File: config.mk
export PLATFORM = sky130hd
export DESIGN_NAME = food_placer_flat
export DESIGN_NICKNAME = d
export VERILOG_FILES = /design/src/rtl/food_placer_pkg.sv /design/src/rtl/food_placer_if.sv /design/src/rtl/food_cand_check.sv /design/src/rtl/food_placer.sv /design/src/flat_wrapper.sv
export SDC_FILE = /design/constraint.sdc
export NUM_CORES = 1
export LEC_CHECK = 0
export CORE_ASPECT_RATIO = 0.75
export CORE_UTILIZATION = 49
export DETAILED_ROUTE_END_ITERATION = 10
export PLACE_DENSITY_LB_ADDON = 0.08
export SETUP_SLACK_MARGIN = 0.2
export SLEW_MARGIN = 25
export SYNTH_ARGS = -nofsm -noshare
export SYNTH_HDL_FRONTEND = slang
export SYNTH_SLANG_ARGS = --single-unit
File: constraint.sdc
create_clock -name clk -period 3.6 [get_ports clk]
set_clock_uncertainty 0.05 [all_clocks]
set_input_delay 0.72 -clock clk [delete_from_list [all_inputs] [get_ports clk]]
set_output_delay 0.72 -clock clk [all_outputs]
set_load 0.03 [all_outputs]
File: src/rtl/food_placer_pkg.sv
// Shared snake-game definitions: coordinate widths, arena bounds, cell grid and the
// food placer FSM encoding. Generator, occupancy map and renderer use the same values.
package food_placer_pkg;

    localparam int X_W         = 8;
    localparam int Y_W         = 7;
    localparam int CELL_SHIFT  = 2;
    localparam int ARENA_X_MIN = 15;
    localparam int ARENA_X_MAX = 145;
    localparam int ARENA_Y_MIN = 10;
    localparam int ARENA_Y_MAX = 110;

    typedef enum logic [2:0] {
        ST_IDLE,
        ST_STEP,
        ST_LATCH,
        ST_QUERY,
        ST_CHECK
    } place_state_t;

    function automatic logic [X_W-1:0] snap_x(input logic [X_W-1:0] v, input int shift);
        logic [X_W-1:0] mask;
        mask = '1;
        mask = mask << shift;
        return v & mask;
    endfunction

    function automatic logic [Y_W-1:0] snap_y(input logic [Y_W-1:0] v, input int shift);
        logic [Y_W-1:0] mask;
        mask = '1;
        mask = mask << shift;
        return v & mask;
    endfunction

endpackage

File: src/rtl/food_placer_if.sv
// Food placer bus: generator step/coords, occupancy query/answer, food result.
// master drives requests and answers (game logic side); slave is the placer.
interface food_placer_if;
    import food_placer_pkg::*;

    logic           place_req;
    logic [X_W-1:0] rand_x;
    logic [Y_W-1:0] rand_y;
    logic           lfsr_enable;
    logic           occ_req;
    logic [X_W-1:0] occ_x;
    logic [Y_W-1:0] occ_y;
    logic           occ_hit;
    logic [X_W-1:0] food_x;
    logic [Y_W-1:0] food_y;
    logic           food_valid;
    logic           place_done;
    logic           place_fail;
    logic           busy;

    modport master (
        output place_req, rand_x, rand_y, occ_hit,
        input  lfsr_enable, occ_req, occ_x, occ_y,
        input  food_x, food_y, food_valid, place_done, place_fail, busy
    );

    modport slave (
        input  place_req, rand_x, rand_y, occ_hit,
        output lfsr_enable, occ_req, occ_x, occ_y,
        output food_x, food_y, food_valid, place_done, place_fail, busy
    );

endinterface

File: src/rtl/food_cand_check.sv
// Snaps a raw coordinate to the cell grid and checks arena bounds and inequality with prev.
// Latency: combinational.
// Backpressure: none; pure function of its inputs.
module food_cand_check
    import food_placer_pkg::*;
#(
    parameter int GRID_SHIFT = CELL_SHIFT,
    parameter int X_MIN      = ARENA_X_MIN,
    parameter int X_MAX      = ARENA_X_MAX,
    parameter int Y_MIN      = ARENA_Y_MIN,
    parameter int Y_MAX      = ARENA_Y_MAX
) (
    input  logic [X_W-1:0] raw_x,
    input  logic [Y_W-1:0] raw_y,
    input  logic [X_W-1:0] prev_x,
    input  logic [Y_W-1:0] prev_y,
    output logic [X_W-1:0] cand_x,
    output logic [Y_W-1:0] cand_y,
    output logic           in_range
);
    localparam logic [X_W-1:0] XLO = X_W'(X_MIN);
    localparam logic [X_W-1:0] XHI = X_W'(X_MAX);
    localparam logic [Y_W-1:0] YLO = Y_W'(Y_MIN);
    localparam logic [Y_W-1:0] YHI = Y_W'(Y_MAX);

    // in_range also demands the snapped cell differ from prev, so food always moves
    always_comb begin
        cand_x   = snap_x(raw_x, GRID_SHIFT);
        cand_y   = snap_y(raw_y, GRID_SHIFT);
        in_range = (cand_x >= XLO) && (cand_x <= XHI) &&
                   (cand_y >= YLO) && (cand_y <= YHI) &&
                   !((cand_x == prev_x) && (cand_y == prev_y));
    end

endmodule

File: src/rtl/food_placer.sv
// Places food on a free, in-arena grid cell, retrying with fresh random coords; falls back on exhaustion.
// Latency: place_done 5 cycles after place_req on first try, +4 per reject, at most 1+4*MAX_TRIES.
// Backpressure: none; place_req while busy is dropped, never queued.
module food_placer
    import food_placer_pkg::*;
#(
    parameter int GRID_SHIFT = CELL_SHIFT,
    parameter int X_MIN      = ARENA_X_MIN,
    parameter int X_MAX      = ARENA_X_MAX,
    parameter int Y_MIN      = ARENA_Y_MIN,
    parameter int Y_MAX      = ARENA_Y_MAX,
    parameter int MAX_TRIES  = 8,
    parameter int FALLBACK_X = 80,
    parameter int FALLBACK_Y = 60
) (
    input logic          clk,
    input logic          reset,
    food_placer_if.slave bus
);
    localparam int               TRY_W    = $clog2(MAX_TRIES) + 1;
    localparam logic [TRY_W-1:0] LAST_TRY = TRY_W'(MAX_TRIES - 1);
    localparam logic [X_W-1:0]   FB_X     = X_W'(FALLBACK_X);
    localparam logic [Y_W-1:0]   FB_Y     = Y_W'(FALLBACK_Y);

    place_state_t     state;
    logic [TRY_W-1:0] tries;
    logic [X_W-1:0]   cand_x_c;
    logic [Y_W-1:0]   cand_y_c;
    logic             cand_in_range;
    logic             cand_ok;
    logic             lfsr_enable_q;
    logic             occ_req_q;
    logic [X_W-1:0]   occ_x_q;
    logic [Y_W-1:0]   occ_y_q;
    logic [X_W-1:0]   food_x_q;
    logic [Y_W-1:0]   food_y_q;
    logic             food_valid_q;
    logic             place_done_q;
    logic             place_fail_q;
    logic             busy_q;

    // Food is frozen during a search, so the bounds/duplicate verdict can be taken at LATCH.
    food_cand_check #(
        .GRID_SHIFT (GRID_SHIFT),
        .X_MIN      (X_MIN),
        .X_MAX      (X_MAX),
        .Y_MIN      (Y_MIN),
        .Y_MAX      (Y_MAX)
    ) u_cand_check (
        .raw_x    (bus.rand_x),
        .raw_y    (bus.rand_y),
        .prev_x   (food_x_q),
        .prev_y   (food_y_q),
        .cand_x   (cand_x_c),
        .cand_y   (cand_y_c),
        .in_range (cand_in_range)
    );

    // occ_x_q/occ_y_q double as the candidate registers for the rest of the try.
    always_ff @(posedge clk or posedge reset) begin
        if (reset) begin
            state         <= ST_IDLE;
            tries         <= '0;
            cand_ok       <= 1'b0;
            lfsr_enable_q <= 1'b0;
            occ_req_q     <= 1'b0;
            occ_x_q       <= '0;
            occ_y_q       <= '0;
            food_x_q      <= FB_X;
            food_y_q      <= FB_Y;
            food_valid_q  <= 1'b0;
            place_done_q  <= 1'b0;
            place_fail_q  <= 1'b0;
            busy_q        <= 1'b0;
        end else begin
            lfsr_enable_q <= 1'b0;
            occ_req_q     <= 1'b0;
            place_done_q  <= 1'b0;
            case (state)
                ST_IDLE: begin
                    if (bus.place_req) begin
                        food_valid_q  <= 1'b0;
                        place_fail_q  <= 1'b0;
                        tries         <= '0;
                        lfsr_enable_q <= 1'b1;
                        busy_q        <= 1'b1;
                        state         <= ST_STEP;
                    end
                end
                ST_STEP: begin
                    state <= ST_LATCH;
                end
                ST_LATCH: begin
                    occ_x_q   <= cand_x_c;
                    occ_y_q   <= cand_y_c;
                    cand_ok   <= cand_in_range;
                    occ_req_q <= 1'b1;
                    state     <= ST_QUERY;
                end
                ST_QUERY: begin
                    state <= ST_CHECK;
                end
                ST_CHECK: begin
                    if (cand_ok && !bus.occ_hit) begin
                        food_x_q     <= occ_x_q;
                        food_y_q     <= occ_y_q;
                        food_valid_q <= 1'b1;
                        place_done_q <= 1'b1;
                        busy_q       <= 1'b0;
                        state        <= ST_IDLE;
                    end else if (tries == LAST_TRY) begin
                        food_x_q     <= FB_X;
                        food_y_q     <= FB_Y;
                        food_valid_q <= 1'b1;
                        place_fail_q <= 1'b1;
                        place_done_q <= 1'b1;
                        busy_q       <= 1'b0;
                        state        <= ST_IDLE;
                    end else begin
                        tries         <= tries + 1'b1;
                        lfsr_enable_q <= 1'b1;
                        state         <= ST_STEP;
                    end
                end
                default: begin
                    busy_q <= 1'b0;
                    state  <= ST_IDLE;
                end
            endcase
        end
    end

    assign bus.lfsr_enable = lfsr_enable_q;
    assign bus.occ_req     = occ_req_q;
    assign bus.occ_x       = occ_x_q;
    assign bus.occ_y       = occ_y_q;
    assign bus.food_x      = food_x_q;
    assign bus.food_y      = food_y_q;
    assign bus.food_valid  = food_valid_q;
    assign bus.place_done  = place_done_q;
    assign bus.place_fail  = place_fail_q;
    assign bus.busy        = busy_q;

endmodule

File: src/flat_wrapper.sv
// flat-port wrapper written by rule: the top's interface ports become plain ports
module food_placer_flat import food_placer_pkg::*;
#(
    parameter int GRID_SHIFT = CELL_SHIFT,
    parameter int X_MIN      = ARENA_X_MIN,
    parameter int X_MAX      = ARENA_X_MAX,
    parameter int Y_MIN      = ARENA_Y_MIN,
    parameter int Y_MAX      = ARENA_Y_MAX,
    parameter int MAX_TRIES  = 8,
    parameter int FALLBACK_X = 80,
    parameter int FALLBACK_Y = 60
)
  (clk, reset, bus_place_req, bus_rand_x, bus_rand_y, bus_occ_hit, bus_lfsr_enable, bus_occ_req, bus_occ_x, bus_occ_y, bus_food_x, bus_food_y, bus_food_valid, bus_place_done, bus_place_fail, bus_busy);
  food_placer_if bus_i ();
  input logic clk;
  input logic reset;
  input wire logic [$bits(bus_i.place_req)-1:0] bus_place_req;
  input wire logic [$bits(bus_i.rand_x)-1:0] bus_rand_x;
  input wire logic [$bits(bus_i.rand_y)-1:0] bus_rand_y;
  input wire logic [$bits(bus_i.occ_hit)-1:0] bus_occ_hit;
  output wire logic [$bits(bus_i.lfsr_enable)-1:0] bus_lfsr_enable;
  output wire logic [$bits(bus_i.occ_req)-1:0] bus_occ_req;
  output wire logic [$bits(bus_i.occ_x)-1:0] bus_occ_x;
  output wire logic [$bits(bus_i.occ_y)-1:0] bus_occ_y;
  output wire logic [$bits(bus_i.food_x)-1:0] bus_food_x;
  output wire logic [$bits(bus_i.food_y)-1:0] bus_food_y;
  output wire logic [$bits(bus_i.food_valid)-1:0] bus_food_valid;
  output wire logic [$bits(bus_i.place_done)-1:0] bus_place_done;
  output wire logic [$bits(bus_i.place_fail)-1:0] bus_place_fail;
  output wire logic [$bits(bus_i.busy)-1:0] bus_busy;
  assign bus_i.place_req = bus_place_req;
  assign bus_i.rand_x = bus_rand_x;
  assign bus_i.rand_y = bus_rand_y;
  assign bus_i.occ_hit = bus_occ_hit;
  assign bus_lfsr_enable = bus_i.lfsr_enable;
  assign bus_occ_req = bus_i.occ_req;
  assign bus_occ_x = bus_i.occ_x;
  assign bus_occ_y = bus_i.occ_y;
  assign bus_food_x = bus_i.food_x;
  assign bus_food_y = bus_i.food_y;
  assign bus_food_valid = bus_i.food_valid;
  assign bus_place_done = bus_i.place_done;
  assign bus_place_fail = bus_i.place_fail;
  assign bus_busy = bus_i.busy;
  food_placer #(.GRID_SHIFT(GRID_SHIFT), .X_MIN(X_MIN), .X_MAX(X_MAX), .Y_MIN(Y_MIN), .Y_MAX(Y_MAX), .MAX_TRIES(MAX_TRIES), .FALLBACK_X(FALLBACK_X), .FALLBACK_Y(FALLBACK_Y)) u_core (.clk(clk), .reset(reset), .bus(bus_i));
endmodule
## Word level (Yosys, flattened, before mapping)

Index checks and enable logic that the tools add are counted.

- Bits in latches: 0
- Flip-flop bits (word level): 40
- Memory bits (read-only): 0
- Word-level logic and storage cells: 78
- Output and inout bits: 36
- Bits of input ports: 19
- Bits in writable memories: 0
- Memories kept: 0

- Muxes and demuxes: 30
- Reductions and logical operators: 17
- Multiply operators: 0
- $lt $le $gt $ge: 4
- Shifts and indexed selects: 0
- Divide/modulo/power cells: 0
- Add/subtract/negate cells: 1
- Equal/unequal tests: 12
- Bitwise gates (word level): 1

Operators with widths:

| kind | count |
|---|---|
| $mux W8 | 2 |
| $mux W1 | 15 |
| $pmux W3 S5 | 1 |
| $mux W7 | 2 |
| $mux W4 | 3 |
| $eq A8 B8 Y1 | 1 |
| $ge A8 B4 Y1 const B | 1 |
| $le A8 B8 Y1 const B | 1 |
| $pmux W4 S2 | 1 |
| $reduce_and A4 Y1 | 2 |
| $eq A7 B7 Y1 | 1 |
| $ge A7 B4 Y1 const B | 1 |
| $le A7 B7 Y1 const B | 1 |
| $eq A3 B2 Y1 const B | 2 |
| $logic_and A1 B1 Y1 | 6 |
| $mux W3 | 2 |
| $ne A2 B2 Y1 const B | 3 |
| $pmux W1 S2 | 3 |
| $reduce_and A3 Y1 | 2 |
| $add A4 B1 Y4 const B | 1 |
| $eq A4 B3 Y1 const B | 1 |
| $reduce_bool A2 Y1 | 2 |
| $eq A3 B1 Y1 const B | 1 |
| $eq A3 B3 Y1 const B | 1 |
| 8 further kinds | 9 |

## Logic depth before layout (Yosys ltp)

Gate-level depths: netlist of run 1.

- Depth in word-level cells: 5
- Gate-level depth with buffers: 7
- Mapped depth without buffers: 7

## Modules after synthesis

Synthesis of run 1 repeated with hierarchy kept, for this count alone.

- Cell total of the unflattened synthesis: 165
- Area, all modules: 2069.5 µm²

By module, submodules not included:

| module | area an instance (µm²) | cells each | instances | sequential area each (µm²) |
|---|---|---|---|---|
| food_placer | 1781.7 | 126 | 1 | 1108.6 |
| food_cand_check | 287.8 | 39 | 1 | 0.0 |

## Worst setup path after synthesis of run 1

No wires, ideal clock.

- Path type: input port to flip-flop
- From: input port bus_rand_x[7]
- To: register u_core.cand_ok
- Slack: 2.021 ns
- Arrival time: 1.408 ns
- Setup time: 0.121 ns
- Required time: 3.429 ns
- Stages: 4
- Buffers on the path: 0
- Cells stage by stage: xor2_1 -> nor4_1 -> nand3_1 -> a22o_1

- Longest elaborated chain between the ends: 5
- Elaborated cells on any way between the ends: 9
- Those cells by class: 2 x order compare; 1 x eq/ne; 6 x reduce/logical

Ends and longest elaborated chain:

| what | line | source |
|---|---|---|
| start, declared | flat_wrapper.sv:18 | `input wire logic [$bits(bus_i.rand_x)-1:0] bus_rand_x;` |
| $ge A8 B4 Y1 / $le A8 B8 Y1 (equally long branches) | food_cand_check.sv:30 | `in_range = (cand_x >= XLO) && (cand_x <= XHI) &&` |
| $logic_and A1 B1 Y1 (2 in series) | food_cand_check.sv:30 |  |
| $logic_and A1 B1 Y1 | food_cand_check.sv:31 | `(cand_y >= YLO) && (cand_y <= YHI) &&` |
| $logic_and A1 B1 Y1 (*) | food_cand_check.sv:31 |  |
| end signal, assigned | food_placer.sv:96 | `cand_ok <= cand_in_range;` |
| end, declared | food_placer.sv:30 | `logic cand_ok;` |

Mark *: on every way between the ends. The rest lies on a longest branch, timed or not.
A chain may end at the register's enable or synchronous reset.

## Worst setup path in the final report of run 1

- From: register u_core.food_x_q[6] (netlist: u_core.bus.food_x[6])
- To: output port bus_food_x[6]

RTL lines:

| what | line | source |
|---|---|---|
| start, declared | food_placer.sv:35 | `logic [X_W-1:0] food_x_q;` |
| start signal, assigned | food_placer.sv:105 | `food_x_q <= occ_x_q;` |
| end, declared | flat_wrapper.sv:25 | `output wire logic [$bits(bus_i.food_x)-1:0] bus_food_x;` |

No word-level cell between the ends.

==> flow_summary.ini, run 1 <==
[clock_network]
clockBufferDepth = 2
ctsHtreeMaxLevel = 2
cts_tree = yes
clkTransAtPathRegs_ns = 0.07
worstSkewPairLatency_ns = 0.29
numCtsBuffers = 5
ctsHoldBuffers = 0
cts_setup_buffers = 0
clock-root-buffer = clkbuf_8
cts_resized = 0
clkSinkCount = 36

[final_layout]
nFillCells = 225
multi_input_area_um2 = 678
synthToLayoutAreaGrowth_pct = 30.7
drive_above_1_share_pct = 13.5
fin_util_pct = 70.4
antenna_cells = 0
nets = 226
register_area_um2 = 908

[yosys]
synth_top_cell_by_area = dfrtp_1
ys_seq_elements = 36
ys.flop_type = dfrtp_1
ys_top_cells_by_area = dfrtp_1, dfstp_2, nand2_1, xor2_1, buf_4
yosysMostFrequentCell = nand2_1
synth_warnings = 0
yosys-top-cells-count = nand2_1, dfrtp_1, xor2_1
synth_edf_count = 0
syn_area_per_cell_um2 = 10.3
ys_seq_area_share_pct = 54.7
syn_inst = 161
synth_area_mm2 = 0.00166
async_reset_ff_share_pct = 100
synth_top_area_share_pct = 45.2
ys_types = 37

[worst_setup_path]
rrSetupSlack_ns = 1.83
reg2regPathDepth = 5
critPathMaxStageDelay_ns = 0.68
crit_arrival_ns = 1.52
cp_top_family = buffers and inverters
timing.rr.end = u_core.bus.occ_y[3]
critPathLaunchType = register
required_ns = 2.83
worstPathCellList = clkdlybuf4s50_1
critPathCaptureType = primary output
worst-path-max-fanout = 3
path_buf_inv = 1
criticalPathCategory = reg -> out
cp_slowest_cell = clkdlybuf4s50_1
r2r_start = u_core.state[0]

[timing]
worst_pin_slew_ns = 0.716
grt_setup_unrepaired = no
period_share_pct = 63.7
setup_tns_ns = 0
worst_slew_margin_rel_pct = 51.6
drv_slew = 0
setup_violations = 0
min_period_ns = 2.29
timing.fmax_ghz = 0.436
hold_viol = 0

[route]
wl_um = 3570
via_count = 1327
routedWlPerCell_um = 14.6
drt_pass1_iterations = 4
routed_via_density = 5.42
drc = 0
ant_nets = 0
drt-initial-drc-count = 77

[die]
io_pins = 55
die_w_um = 69.2
coreArea_mm2 = 0.00308
die_h_um = 52.4
initial_core_util_pct = 53.8
die-area_mm2 = 0.00363
rows = 17

[global_route]
grt_use_total_pct = 22.9
grt_pass1_vias = 1280
grt_first_pass_wirelength_um = 6080
antenna_found_initial = 0
grt_start_max_net_pins = 37
grt_remaining_overflow = 0

[place]
hpwl_um = 2600
gp_congestion = 0.829
port_buffers = 42

[power_and_ir_drop]
power_density_mw_per_mm2 = 899
vdd_drop_max_mv = 0.537
cellLeakagePower_nw = 0.993

[min_path]
hold_depth = 1
worstHoldStart = u_core.bus.place_fail
hold_path.class = reg -> reg
hold_end = u_core.bus.place_fail

[flow_run]
drv_cap = 0

[run_status]
run_status = completed
logic make-up after synthesis:
family | after synthesis | share of synthesized area (%)
AOI/OAI and AO/OA | 23 | 11.4
xor gates and xnor gates | 12 | 6.33
adders and majority gates | 1 | 0.753
buffers and inverters | 17 | 6.03
DFF | 36 | 54.7
muxes | 1 | 0.603
other | 1 | 0.226
and+or+nand+nor | 70 | 20.0
sequential cells by signal (all words and copies together) (netlist names):
signal	cells
u_core.cand_ok	1
u_core.bus.busy	1
u_core.bus.occ_y	5
u_core.bus.occ_req	1
u_core.tries	4
u_core.state	3
u_core.bus.food_valid	1
u_core.bus.lfsr_enable	1
u_core.bus.place_fail	1
u_core.bus.occ_x	6
u_core.bus.place_done	1
u_core.bus.food_y	5
u_core.bus.food_x	6
through the flow:
stage | hold WS, ns | power (mW) | std cells | instance area (um^2) | setup WS [ns]
after global routing | 0.487 | 2.08 | 245 | 2170 | 1.27
after detailed placement | 0.430 | 1.67 | 237 | 2080 | 1.30
final | 0.445 | 1.95 | 245 | 2170 | 1.31
after floorplan | 0.436 | 1.32 | 168 | 1690 | 2.02
after CTS | 0.445 | 1.97 | 245 | 2170 | 1.30
after global placement | 0.424 | 1.64 | 237 | 2080 | 1.34
cells in the final DEF, fill, tap and decap left out, types with 4 or more instances in the layout:
cell type,Yosys,layout
dfrtp_1,30,30
nor4_1,4,4
a22o_2,5,5
o21ai_0,4,4
nor2_1,9,9
dfstp_2,6,6
xor2_1,11,11
clkbuf_8,0,6
o22a_2,6,6
nand3_1,5,5
nand2_1,40,40
clkdlybuf4s50_1,0,42
conb_1,1,8
inv_1,4,4
power breakdown:
part | switching [mW] | internal (mW)
registers | 0.153 | 0.587
logic | 0.528 | 0.389
clock network | 0.139 | 0.156
total | 0.820 | 1.13
layer usage:
metal | GRT usage, % | wire length (um) | vias up | share of wire [%]
met2 | 36.2 | 1610 | 50 | 45
li1 | - | - | 619 | -
met4 | 11.2 | 69 | 0 | 1.9
met3 | 5.00 | 185 | 8 | 5.2
met5 | 0 | 0 | - | 0
met1 | 30.2 | 1710 | 650 | 48
cell type report:
type	instances	area share, %
clock buffers	8	4.15
inverters	5	0.865
multi-input cells	115	31.2
flip-flops and latches	36	41.8
well taps	38	2.19
repair buffers	43	19.7
worst max-delay path by stage:
stage / startpoint / to / slack (ns) / cells after the start
6_report: u_core.bus.food_x[6] / bus_food_x[6] / 1.31 / 1
2_1_floorplan: bus_rand_x[7] / u_core.cand_ok / 2.02 / 4
3_5_place_dp: bus_rand_x[7] / u_core.cand_ok / 1.30 / 5
3_3_place_gp: bus_rand_x[7] / u_core.cand_ok / 1.34 / 5
4_1_cts: u_core.bus.food_x[6] / bus_food_x[6] / 1.30 / 1
5_1_grt: u_core.bus.food_x[6] / bus_food_x[6] / 1.27 / 1
(Power assumes the default switching activity.)
==> run 2: changes to the inputs <==
- CORE_UTILIZATION: 49 -> 41
- clock period: 3.6 -> 2 ns (I/O delays scaled with it)
==> run 2 against run 1 <==
Critical path depth stayed put; critical endpoint is now bus_busy; first-iteration DRC count down 1.3%; worst hold slack better by 0.0029 ns; clock power rose by 77%; sequential power is 77% higher; sequential cell count is the same; via count fell by 2.0%.
==> flow_summary.ini, run 2 (synthesis gave the netlist of run 1 again) <==
[worst_setup_path]
crit_arrival_ns = 1.31
cp_slowest_cell = clkdlybuf4s50_1
reg2regPathDepth = 3
criticalPathCategory = reg -> out
critPathLaunchType = register
timing.rr.end = u_core.bus.food_x[7]
required_ns = 1.55
r2r_start = u_core.state[1]
worstPathCellList = clkdlybuf4s50_1
critPathMaxStageDelay_ns = 0.67
critPathCaptureType = primary output
path_buf_inv = 1
cp_top_family = buffers and inverters
worst-path-max-fanout = 3
rrSetupSlack_ns = 0.34

[clock_network]
numCtsBuffers = 5
cts_tree = yes
clkTransAtPathRegs_ns = 0.07
clock-root-buffer = clkbuf_8
clockBufferDepth = 2
worstSkewPairLatency_ns = 0.28
clkSinkCount = 36
ctsHoldBuffers = 0
ctsHtreeMaxLevel = 2

[die]
die_h_um = 57.1
coreArea_mm2 = 0.00376
initial_core_util_pct = 44.2
rows = 19
io_pins = 55
die_w_um = 75.5
die-area_mm2 = 0.00431

[timing]
hold_viol = 0
holdWs_ns = 0.447
min_period_ns = 1.76
worst_slack_ns = 0.239
period_share_pct = 88.1
grt_setup_unrepaired = no
setup_violations = 0
worst_pin_slew_ns = 0.470
timing.fmax_ghz = 0.568
setup_tns_ns = 0
worst_slew_margin_rel_pct = 67.9
drv_slew = 0

[min_path]
hold_path.class = reg -> reg
worstHoldStart = u_core.bus.place_fail
hold_end = u_core.bus.place_fail
hold_depth = 1

[route]
routed_via_density = 4.91
drc = 0
drt_pass1_iterations = 4
ant_nets = 0
via_count = 1300
drt-initial-drc-count = 76
wl_um = 3680
routedWlPerCell_um = 13.9

[global_route]
grt_pass1_vias = 1244
antenna_found_initial = 0
grt_remaining_overflow = 0
grt_start_max_net_pins = 37
grt_use_total_pct = 18.8
grt_first_pass_wirelength_um = 5930

[final_layout]
final_cell_mix = nand2_1, dfrtp_1, clkdlybuf4s50_1
fin_util_pct = 59.8
nets = 232
drive_above_1_share_pct = 16.9
synthToLayoutAreaGrowth_pct = 35.3
nFillCells = 346
fin_cells = 265
antenna_cells = 0
final_common_cell = nand2_1

[place]
gp_congestion = 0.773
place_ws_ns = 0.0943
hpwl_um = 2730
placed_cells = 257
port_buffers = 42

[power_and_ir_drop]
cellLeakagePower_nw = 1.14
power_density_mw_per_mm2 = 1540
vdd_drop_max_mv = 0.764

[run_status]
run_status = completed

[flow_run]
drv_cap = 0
==> run 2: cell types whose count changed in the layout (fill, tap and decap cells not counted), sizes merged <==
cell	previous run	this run
buf	1	7
dlymetal6s2s	0	9
inv	5	4
dlygate4sd2	0	13
clkdlybuf4s50	42	20
clkinvlp	0	1
==> run 2: worst max-delay path by stage <==
stage	startpoint	endpoint	cells past startpoint
CTS	u_core.bus.occ_x[4]	bus_occ_x[4]	1
detailed placement	bus_rand_y[5]	u_core.cand_ok	5
floorplan	u_core.state[0]	u_core.bus.food_x[4]	6
global route	u_core.bus.busy	bus_busy	1
finish	u_core.bus.busy	bus_busy	1
global placement	bus_rand_y[5]	u_core.cand_ok	5
==> run 2: layout make-up <==
| class | count | area [um^2] | share of cell area (%) |
|---|---|---|---|
| Sequential cell | 36 | 908 | 40.4 |
| Multi-Input combinational cell | 115 | 681 | 30.3 |
| Timing Repair Buffer | 49 | 479 | 21.3 |
| Clock buffer | 8 | 90.1 | 4.01 |
| Tap cell | 52 | 65.1 | 2.90 |
| Inverter | 5 | 22.5 | 1.00 |
==> run 2: where the power goes <==
part           internal [mW]  switching (mW)
combinational          0.654           0.979
sequential              1.06           0.256
clock                  0.281           0.240
total                   1.99            1.47
==> run 2: what timing repair did <==
action	4_1_cts	5_1_grt
resized for setup	13	11
endpoints found under the hold margin	0	0
endpoints found under the setup margin	13	10
gates cloned	0	0
buffers inserted	0	0
==> run 2: per-layer routing <==
metal | track usage [%] | vias up | wire length [um]
li1 | - | 627 | -
met1 | 27.1 | 632 | 1810
met2 | 28.3 | 37 | 1650
met3 | 4.95 | 4 | 203
met4 | 4.76 | 0 | 24
met5 | 0 | - | 0
==> run 2: stage by stage <==
step / power (mW) / instance area [um^2]
floorplan: 2.38 / 1690
global placement: 3.01 / 2140
detailed placement: 3.05 / 2140
CTS: 3.50 / 2220
global route: 3.68 / 2250
finish: 3.46 / 2250
==> run 3: changes to the inputs <==
- CORE_UTILIZATION: 41 -> 30
- CTS_CLUSTER_DIAMETER: default -> 120
==> run 3 against run 2 <==
Sequential cell count did not move; sequential power barely moved; critical path depth did not move; clock power rose by 33%; largest power group unchanged; via count fell by 0.54%; non-clock buffer count rose by 6; wire length rose by 8.6%; global-route usage fell by 3.9 points; first-iteration DRC count fell by 2.6%; final area rose by 4.3%; die area rose by 35%; worst hold slack barely moved.
==> flow_summary.ini, run 3 (synthesis gave the netlist of run 1 again) <==
[run_status]
run_status = completed

[global_route]
grt_use_total_pct = 14.9
grt_pass1_vias = 1281
grt_remaining_overflow = 0
grt_first_pass_wirelength_um = 6300
antenna_found_initial = 0
grt_start_max_net_pins = 37

[final_layout]
nFillCells = 521
final_area_mm2 = 0.00234
antenna_cells = 0
final_common_cell = nand2_1
synthToLayoutAreaGrowth_pct = 41.1
drive_above_1_share_pct = 19.2
nets = 238
register_area_um2 = 908
final_cell_mix = nand2_1, dfrtp_1, clkdlybuf4s50_1, dlygate4sd2_1, buf_4
multi_input_area_um2 = 678

[worst_setup_path]
worst-path-max-fanout = 2
critPathLaunchType = register
worstPathCellList = clkdlybuf4s50_1
path_buf_inv = 1
cp_top_family = buffers and inverters
required_ns = 1.55
cp_slowest_cell = clkdlybuf4s50_1
crit_arrival_ns = 1.29
critPathMaxStageDelay_ns = 0.67
critPathCaptureType = primary output
criticalPathCategory = reg -> out

[timing]
worst_slack_ns = 0.256
grt_setup_unrepaired = no
min_period_ns = 1.74
drv_slew = 0
setup_tns_ns = 0
worst_pin_slew_ns = 0.541
setup_violations = 0
holdWs_ns = 0.448
worst_slew_margin_rel_pct = 63.5
hold_viol = 0
period_share_pct = 87.2
timing.fmax_ghz = 0.573

[die]
die_h_um = 66.4
coreArea_mm2 = 0.00532
initial_core_util_pct = 31.2
die-area_mm2 = 0.00584
die_w_um = 87.9
io_pins = 55
rows = 23

[place]
place_ws_ns = 0.0329
hpwl_um = 2950
gp_congestion = 0.744
port_buffers = 42
place_area_mm2 = 0.00222

[clock_network]
numCtsBuffers = 5
cts_setup_buffers = 0
cts_tree = yes
clkSinkCount = 36
ctsHoldBuffers = 0
worstSkewPairLatency_ns = 0.28
ctsHtreeMaxLevel = 2
clock-root-buffer = clkbuf_8
clockBufferDepth = 2
clkTransAtPathRegs_ns = 0.07

[route]
wl_um = 4000
routedWlPerCell_um = 13.6
drt-initial-drc-count = 74
via_count = 1293
drt_pass1_iterations = 4
ant_nets = 0
routed_via_density = 4.40
drc = 0

[flow_run]
drv_cap = 0

[power_and_ir_drop]
power_density_mw_per_mm2 = 1560
vdd_drop_max_mv = 0.639
cellLeakagePower_nw = 1.20

[min_path]
hold_path.class = reg -> reg
==> run 3: changes by cell type in the layout (fill, tap and decap cells not counted), sizes merged <==
cell / previous run / this run
clkinvlp: 1 / 0
buf: 7 / 13
clkdlybuf4s50: 20 / 17
dlygate4sd2: 13 / 17
dlymetal6s2s: 9 / 8
clkbuf: 8 / 7
bufinv: 0 / 1
inv: 4 / 5
==> run 3: path summary, 6_finish.rpt <==
| kind | startpoint | to | slack (ns) | cells past startpoint |
|---|---|---|---|---|
| max in group asynchronous | reset | u_core.bus.food_y[4] | 1.07 | 3 |
| hold / removal | u_core.bus.occ_x[7] | u_core.bus.occ_x[7] | 0.45 | 2 |
| setup / recovery | u_core.bus.place_fail | bus_place_fail | 0.26 | 1 |
| min in group asynchronous | reset | u_core.bus.food_x[3] | 0.47 | 3 |
| setup reg to reg | u_core.state[1] | u_core.bus.food_x[2] | 0.31 | 3 |
| hold reg to reg | u_core.bus.occ_x[7] | u_core.bus.occ_x[7] | 0.45 | 2 |
==> run 3: worst reg2reg max path: stages (launching register included) <==
cell     delay [ns]
dfrtp_1        0.49
or3b_2         0.53
nor2_1         0.36
a22o_2         0.21
==> run 3: final cells by class <==
| class | count | area share (%) |
|---|---|---|
| clock buffer | 7 | 4.11 |
| clock inverter | 1 | 1.28 |
| inverter | 5 | 0.801 |
| multi-input combinational | 115 | 29.0 |
| sequential | 36 | 38.8 |
| tap | 75 | 4.01 |
| timing repair buffer | 55 | 22.1 |
==> run 3: metrics by stage <==
step	instances	util, %	power, mW
after floorplan	168	-	2.38
after global placement	286	41.6	3.08
after detailed placement	286	41.6	3.11
after CTS	294	43.6	3.71
after global routing	294	44.0	3.88
final	294	44.0	3.65
==> run 3: what timing repair did <==
item	4_1_cts	5_1_grt
endpoints found under the hold margin	0	0
pin swaps	0	0
endpoints found under the setup margin	17	8
gates resized for setup	17	8
==> run 3: layer usage <==
| layer | up-vias | part of all wire, % | GRT usage [%] |
|---|---|---|---|
| met2 | 35 | 46 | 23.3 |
| met1 | 615 | 49 | 19.8 |
| met3 | 2 | 4.0 | 4.37 |
| met5 | - | 0 | 0 |
| li1 | 641 | - | - |
| met4 | 0 | 0.78 | 4.30 |
==> run 3: power breakdown <==
part,switching [mW],internal [mW]
Combinational,0.981,0.667
Clock,0.255,0.440
Sequential,0.254,1.06
